<file path="src/rtl/lcd_show_window.sv">
// rtl/lcd_show_window.sv - paints a ROM-backed rectangle onto an ST7789-style panel
//
// Sends CASET/RASET/RAMWR for the window (x0,y0)-(x0+width-1,y0+height-1), then
// streams width*height*BPP_BYTES pixel bytes read from ROM starting at rom_base.
//
// Ports:
//   sys_clk, sys_rst            clock, synchronous active-high reset
//   start, abort                job request (idle only) / cancel running job
//   x0, y0, width, height       window geometry, latched on an accepted start
//   rom_base                    first pixel byte address, latched on start
//   rom_addr, rom_q             ROM read port (rom_q valid ROM_LAT cycles later)
//   wr_valid, wr_data, wr_done  word handshake to the SPI writer, wr_data = {dc,byte}
//   busy, done, err             job status; err qualifies done and holds until next start
module lcd_show_window #(
    parameter int COORD_W   = 9,
    parameter int MAX_W     = 320,
    parameter int MAX_H     = 480,
    parameter int BPP_BYTES = 2,
    parameter int ADDR_W    = 19,
    parameter int ROM_LAT   = 2
) (
    input  logic               sys_clk,
    input  logic               sys_rst,
    input  logic               start,
    input  logic               abort,
    input  logic [COORD_W-1:0] x0,
    input  logic [COORD_W-1:0] y0,
    input  logic [COORD_W-1:0] width,
    input  logic [COORD_W-1:0] height,
    input  logic [ADDR_W-1:0]  rom_base,
    output logic [ADDR_W-1:0]  rom_addr,
    input  logic [7:0]         rom_q,
    output logic               wr_valid,
    output logic [8:0]         wr_data,
    input  logic               wr_done,
    output logic               busy,
    output logic               done,
    output logic               err
);

    localparam int PROD_W = 2 * COORD_W + 3;

    typedef enum logic [2:0] {
        S_IDLE,
        S_CMD,
        S_FETCH,
        S_PIXEL,
        S_DONE
    } state_t;

    state_t              state_q;
    logic [15:0]         x0_q, y0_q, x1_q, y1_q;
    logic [ADDR_W-1:0]   rom_base_q, total_q, byte_cnt_q, rom_addr_q;
    logic [3:0]          cmd_idx_q;
    logic [2:0]          wait_q;
    logic                wr_valid_q, busy_q, done_q, err_q;
    logic [8:0]          wr_data_q;

    logic [16:0]         x_end_d, y_end_d;
    logic [PROD_W-1:0]   prod_d;
    logic [ADDR_W-1:0]   total_d;
    logic                reject_d;
    logic [8:0]          cmd_word_d;

    always_comb begin
        x_end_d  = 17'(x0) + 17'(width);
        y_end_d  = 17'(y0) + 17'(height);
        reject_d = (width == '0) || (height == '0) ||
                   (x_end_d > 17'(MAX_W)) || (y_end_d > 17'(MAX_H));
        prod_d   = PROD_W'(width) * PROD_W'(height) * PROD_W'(BPP_BYTES);
        total_d  = ADDR_W'(prod_d);
        cmd_word_d = 9'h000;
        case (cmd_idx_q)
            4'd0:    cmd_word_d = 9'h02A;
            4'd1:    cmd_word_d = {1'b1, x0_q[15:8]};
            4'd2:    cmd_word_d = {1'b1, x0_q[7:0]};
            4'd3:    cmd_word_d = {1'b1, x1_q[15:8]};
            4'd4:    cmd_word_d = {1'b1, x1_q[7:0]};
            4'd5:    cmd_word_d = 9'h02B;
            4'd6:    cmd_word_d = {1'b1, y0_q[15:8]};
            4'd7:    cmd_word_d = {1'b1, y0_q[7:0]};
            4'd8:    cmd_word_d = {1'b1, y1_q[15:8]};
            4'd9:    cmd_word_d = {1'b1, y1_q[7:0]};
            4'd10:   cmd_word_d = 9'h02C;
            default: cmd_word_d = 9'h000;
        endcase
    end

    always_ff @(posedge sys_clk) begin
        if (sys_rst) begin
            state_q    <= S_IDLE;
            x0_q       <= '0;
            y0_q       <= '0;
            x1_q       <= '0;
            y1_q       <= '0;
            rom_base_q <= '0;
            total_q    <= '0;
            byte_cnt_q <= '0;
            rom_addr_q <= '0;
            cmd_idx_q  <= '0;
            wait_q     <= '0;
            wr_valid_q <= 1'b0;
            wr_data_q  <= '0;
            busy_q     <= 1'b0;
            done_q     <= 1'b0;
            err_q      <= 1'b0;
        end else begin
            done_q <= 1'b0;
            if (abort && (state_q == S_CMD || state_q == S_FETCH || state_q == S_PIXEL)) begin
                // Any word on the bus is abandoned; abort outranks a coincident wr_done.
                state_q    <= S_DONE;
                wr_valid_q <= 1'b0;
                busy_q     <= 1'b0;
                done_q     <= 1'b1;
                err_q      <= 1'b1;
            end else begin
                case (state_q)
                    S_IDLE: begin
                        if (start) begin
                            x0_q       <= 16'(x0);
                            y0_q       <= 16'(y0);
                            x1_q       <= 16'(x0) + 16'(width) - 16'd1;
                            y1_q       <= 16'(y0) + 16'(height) - 16'd1;
                            rom_base_q <= rom_base;
                            total_q    <= total_d;
                            byte_cnt_q <= '0;
                            err_q      <= reject_d;
                            if (reject_d) begin
                                state_q <= S_DONE;
                                done_q  <= 1'b1;
                            end else begin
                                state_q    <= S_CMD;
                                busy_q     <= 1'b1;
                                wr_valid_q <= 1'b1;
                                wr_data_q  <= 9'h02A;
                                cmd_idx_q  <= 4'd0;
                            end
                        end
                    end
                    S_CMD: begin
                        if (wr_valid_q && wr_done) begin
                            wr_valid_q <= 1'b0;
                            if (cmd_idx_q == 4'd10) begin
                                state_q    <= S_FETCH;
                                rom_addr_q <= rom_base_q;
                                wait_q     <= '0;
                            end else begin
                                cmd_idx_q <= cmd_idx_q + 4'd1;
                            end
                        end else if (!wr_valid_q) begin
                            // Gap cycle after an ack: present the next command word.
                            wr_valid_q <= 1'b1;
                            wr_data_q  <= cmd_word_d;
                        end
                    end
                    S_FETCH: begin
                        // rom_addr was set on entry, so rom_q is valid once wait_q reaches ROM_LAT.
                        if (wait_q == 3'(ROM_LAT)) begin
                            state_q    <= S_PIXEL;
                            wr_valid_q <= 1'b1;
                            wr_data_q  <= {1'b1, rom_q};
                        end else begin
                            wait_q <= wait_q + 3'd1;
                        end
                    end
                    S_PIXEL: begin
                        if (wr_done) begin
                            wr_valid_q <= 1'b0;
                            if (byte_cnt_q == total_q - ADDR_W'(1)) begin
                                state_q <= S_DONE;
                                busy_q  <= 1'b0;
                                done_q  <= 1'b1;
                            end else begin
                                state_q    <= S_FETCH;
                                byte_cnt_q <= byte_cnt_q + ADDR_W'(1);
                                rom_addr_q <= rom_base_q + byte_cnt_q + ADDR_W'(1);
                                wait_q     <= '0;
                            end
                        end
                    end
                    S_DONE: begin
                        state_q <= S_IDLE;
                    end
                    default: state_q <= S_IDLE;
                endcase
            end
        end
    end

    assign rom_addr = rom_addr_q;
    assign wr_valid = wr_valid_q;
    assign wr_data  = wr_data_q;
    assign busy     = busy_q;
    assign done     = done_q;
    assign err      = err_q;

endmodule

</file>
<file path="config.mk">
export PLATFORM = sky130hd
export DESIGN_NAME = lcd_show_window
export DESIGN_NICKNAME = d
export VERILOG_FILES = /design/src/rtl/lcd_show_window.sv
export SDC_FILE = /design/constraint.sdc
export NUM_CORES = 1
export LEC_CHECK = 0
export CELL_PAD_IN_SITES_DETAIL_PLACEMENT = 0
export CELL_PAD_IN_SITES_GLOBAL_PLACEMENT = 1
export CORE_UTILIZATION = 44
export CTS_CLUSTER_DIAMETER = 50
export DETAILED_ROUTE_END_ITERATION = 10
export PLACE_DENSITY_LB_ADDON = 0.15
export SKIP_CTS_REPAIR_TIMING = 1
export SLEW_MARGIN = 40
export SYNTH_ARGS = -nofsm -noshare
export SYNTH_HDL_FRONTEND = slang
export SYNTH_SLANG_ARGS = --single-unit
</file>
<file path="constraint.sdc">
create_clock -name sys_clk -period 7.4 [get_ports sys_clk]
set_clock_uncertainty 0.15 [all_clocks]
set_input_delay 1.48 -clock sys_clk [delete_from_list [all_inputs] [get_ports sys_clk]]
set_output_delay 1.48 -clock sys_clk [all_outputs]
set_load 0.005 [all_outputs]
</file>
==> flow_summary.ini <==
[hold_path]
hold_class = reg2reg
hold_depth = 2

[clocking]
cts_tree = yes
clock-sinks = 138
htree_levels = 4
cts_root_buf = clkbuf_16
clockBufferDepth = 2
clk_pin_slew_ns = 0.07
cts_buffers = 17
worstSkewPairLatency_ns = 0.43

[drt]
drt_iter0_drc = 660
ant_nets = 0
drc = 0
num_vias = 10565
routedWlPerCell_um = 17.2
drt_wl_total_mm = 33.1
drt_pass1_iterations = 4
viasPerCell = 5.48

[power_and_ir_drop]
p_leak_uw = 0.00582
vdd.ir_drop.worst_mv = 0.166
total_power_uw = 3490
powerDensity_nw_per_um2 = 259

[setup_path]
cp.depth = 19
crit_required_ns = 7.54
reg2reg_to = rom_addr[13]
r2r_slack_ns = 3.67
cp.arrival_ns = 6.64
crit_type = in2reg
r2r_cells = 10
crit_start = height[1]
start_kind = input port
cp_top_family = adder cells
critical_path.max_stage_delay_ns = 0.66
crit_path_end = total_q[18]
r2r_start = total_q[10]
cp-end-kind = flip-flop
crit_path_max_fanout = 6
worstPathCellList = clkdlybuf4s50_1 -> buf_4 -> nand2_1 -> fa_1 -> inv_1 -> fa_1 -> ha_1 -> inv_1 -> fa_1 -> inv_1 -> ha_1 -> a21o_1 -> a2111oi_0 -> nor3_1 -> a41o_1 -> o41ai_1 -> o21ai_0 -> xnor2_1 -> a21oi_1
crit_buf_inv = 5
slowest_stage = clkdlybuf4s50_1

[synthesis]
synth_top_cell_area_share_pct = 23.6
synth_common_cells = nand2_1 (212), inv_1 (157), a21oi_1 (150), nor2_1 (139), dfxtp_1 (138)
ys.flop_type = dfxtp_1
yosys.area_share.simple_pct = 20.5
yosysSeqAreaShare_pct = 23.6
synthAdderAreaFrac_pct = 21.8
yosys-mux-area-fraction_pct = 1.56
synthTopCellsByArea = dfxtp_1 (24%), ha_1 (12%), fa_1 (9.4%)
synth_cell_types = 74
synth_area_um2 = 11700
syn-num-nets = 1752
synth-edff-count = 0
synth.avg_cell_area_um2 = 7.72
synth_compound_area_share_pct = 19.3
syn_inst = 1513
yosysTopAreaCell = dfxtp_1
synth_xor_area_share_pct = 5.52
synth_most_common_cell = nand2_1
synth_top_family_by_area = adder cells
yosys_register_bits = 138
synth-async-reset-ratio_pct = 0
synth_warnings = 0

[run]
cap_viol_max_count = 0

[floorplan]
initial_core_util_pct = 44.8
core-area_um2 = 26100
chipHeight_um = 165
dieArea_um2 = 27200
die_w_um = 165
top_level_ports = 100
rows = 59

[sta]
finalCriticalPeriod_ns = 6.50
slew_headroom_pct = 48.3
finalHoldViolations = 0
worst_slack_ns = 0.899
fmax_ghz = 0.154
setup_viol = 0
maxSlewViolCount = 0
rsz0062_at_grt = no
timing.setup.tns_ns = 0
period_share_pct = 87.9
worst_slew_pin_slew_ns = 0.755

[global_route]
gr-max-usage-layer = met2
grt_util_met1_pct = 36.0
grt_pass1_wl_mm = 53.3
overflow = 0
met2_usage_pct = 40.3
antenna_found_initial = 0
grt_max_degree = 84
grt_util_met3_pct = 3.11
grt_util_all_layers_pct = 25.4
grt_pass1_vias = 9937

[layout]
drive_gt1_share_pct = 4.21
diodes = 0
nets = 1819
areaGrowthSynthToFinish_pct = 15.4

[placement]
hpwl_mm = 25.8
gp_congestion = 0.864
pre_cts_ws_ns = 0.438
io_buffers = 99

[outcome]
status = complete, no violations
-- cell usage in the layout (no fill, tap or decap), types with 5 or more instances in the layout --
| cell | count |
|---|---|
| a22oi_1 | 8 |
| o21a_1 | 12 |
| mux2i_1 | 16 |
| o31a_1 | 7 |
| o21bai_1 | 5 |
| nand3_1 | 41 |
| nand2_1 | 210 |
| buf_4 | 11 |
| clkinv_1 | 8 |
| xnor2_1 | 37 |
| o21ai_0 | 60 |
| xor2_1 | 34 |
| nor4_1 | 7 |
| or3_1 | 13 |
| o22ai_1 | 5 |
| fa_1 | 55 |
| a21oi_1 | 150 |
| clkdlybuf4s50_1 | 98 |
| clkbuf_16 | 17 |
| a31oi_1 | 13 |
| o31ai_1 | 10 |
| o41ai_1 | 5 |
| nand2b_1 | 5 |
| nor3_1 | 29 |
| dfxtp_1 | 138 |
| nor2_1 | 139 |
| nand4b_1 | 5 |
| and4_1 | 5 |
| nor2b_1 | 14 |
| inv_1 | 156 |
| nand4_1 | 5 |
| o211ai_1 | 10 |
| a211oi_1 | 20 |
| o21ai_1 | 6 |
| and3_1 | 21 |
| ha_1 | 116 |
| a21o_1 | 17 |
-- per-layer routing --
layer | routed length (µm) | share of wire (%) | up-vias
met5 | 0 | 0 | -
met4 | 544 | 1.6 | 0
met3 | 1400 | 4.2 | 30
met2 | 14700 | 44 | 239
met1 | 16400 | 50 | 4979
li1 | - | - | 5317
-- worst min-delay path by stage --
| stage | from | to | slack [ns] |
|---|---|---|---|
| finish | y1_q[7] | y1_q[7] | 0.31 |
| global route | x0_q[3] | x0_q[3] | 0.33 |
| CTS | y1_q[7] | y1_q[7] | 0.30 |
| detailed placement | y1_q[14] | y1_q[14] | 0.30 |
| global placement | y1_q[6] | y1_q[6] | 0.29 |
| floorplan | x1_q[7] | x1_q[7] | 0.28 |
-- through the flow --
step | hold slack [ns] | cell area, µm² | cells | utilization, %
6_report | 0.308 | 13500 | 1928 | 51.7
5_1_grt | 0.325 | 13500 | 1928 | 51.7
4_1_cts | 0.305 | 13500 | 1928 | 51.7
3_5_place_dp | 0.297 | 12900 | 1896 | 49.7
3_3_place_gp | 0.293 | 12900 | 1896 | 49.6
2_1_floorplan | 0.277 | 11700 | 1513 | -
-- power breakdown --
part	internal, µW	leakage, µW	switching, µW
clock	440	0.000260	358
sequential	883	0.00113	145
combinational	705	0.00443	956
-- worst min-delay path, stage by stage, from the launching register on --
cell and delay, ns:
dfxtp_1 0.31, nand2_1 0.05, a21oi_1 0.05
-- cell families (layout without fill, tap and decap cells) --
kind of cell | after synthesis | in the layout
compound gates | 363 | 363
xor+xnor | 72 | 72
fa+ha+maj | 171 | 171
buf+inv | 229 | 309
flops | 138 | 138
mux | 18 | 18
simple gates | 522 | 522
-- flip-flops by register name (all words and copies together) (netlist names) --
signal	cells
byte_cnt_q	19
rom_addr	19
rom_base_q	19
total_q	18
x1_q	11
y1_q	11
wr_data	9
x0_q	9
y0_q	9
cmd_idx_q	4
state_q	3
wait_q	3
busy	1
done	1
err	1
wr_valid	1
-- area by class of cell --
cell class / count / area [µm²]
Sequential cell: 138 / 2760
Clock inverter: 13 / 95.1
Timing Repair Buffer: 110 / 1070
Inverter: 167 / 627
Tap cell: 335 / 419
Clock buffer: 19 / 443
Multi-Input combinational cell: 1146 / 8060
Fill cell: 2604 / 12600
Note: power is estimated with default switching activity, not from simulation.
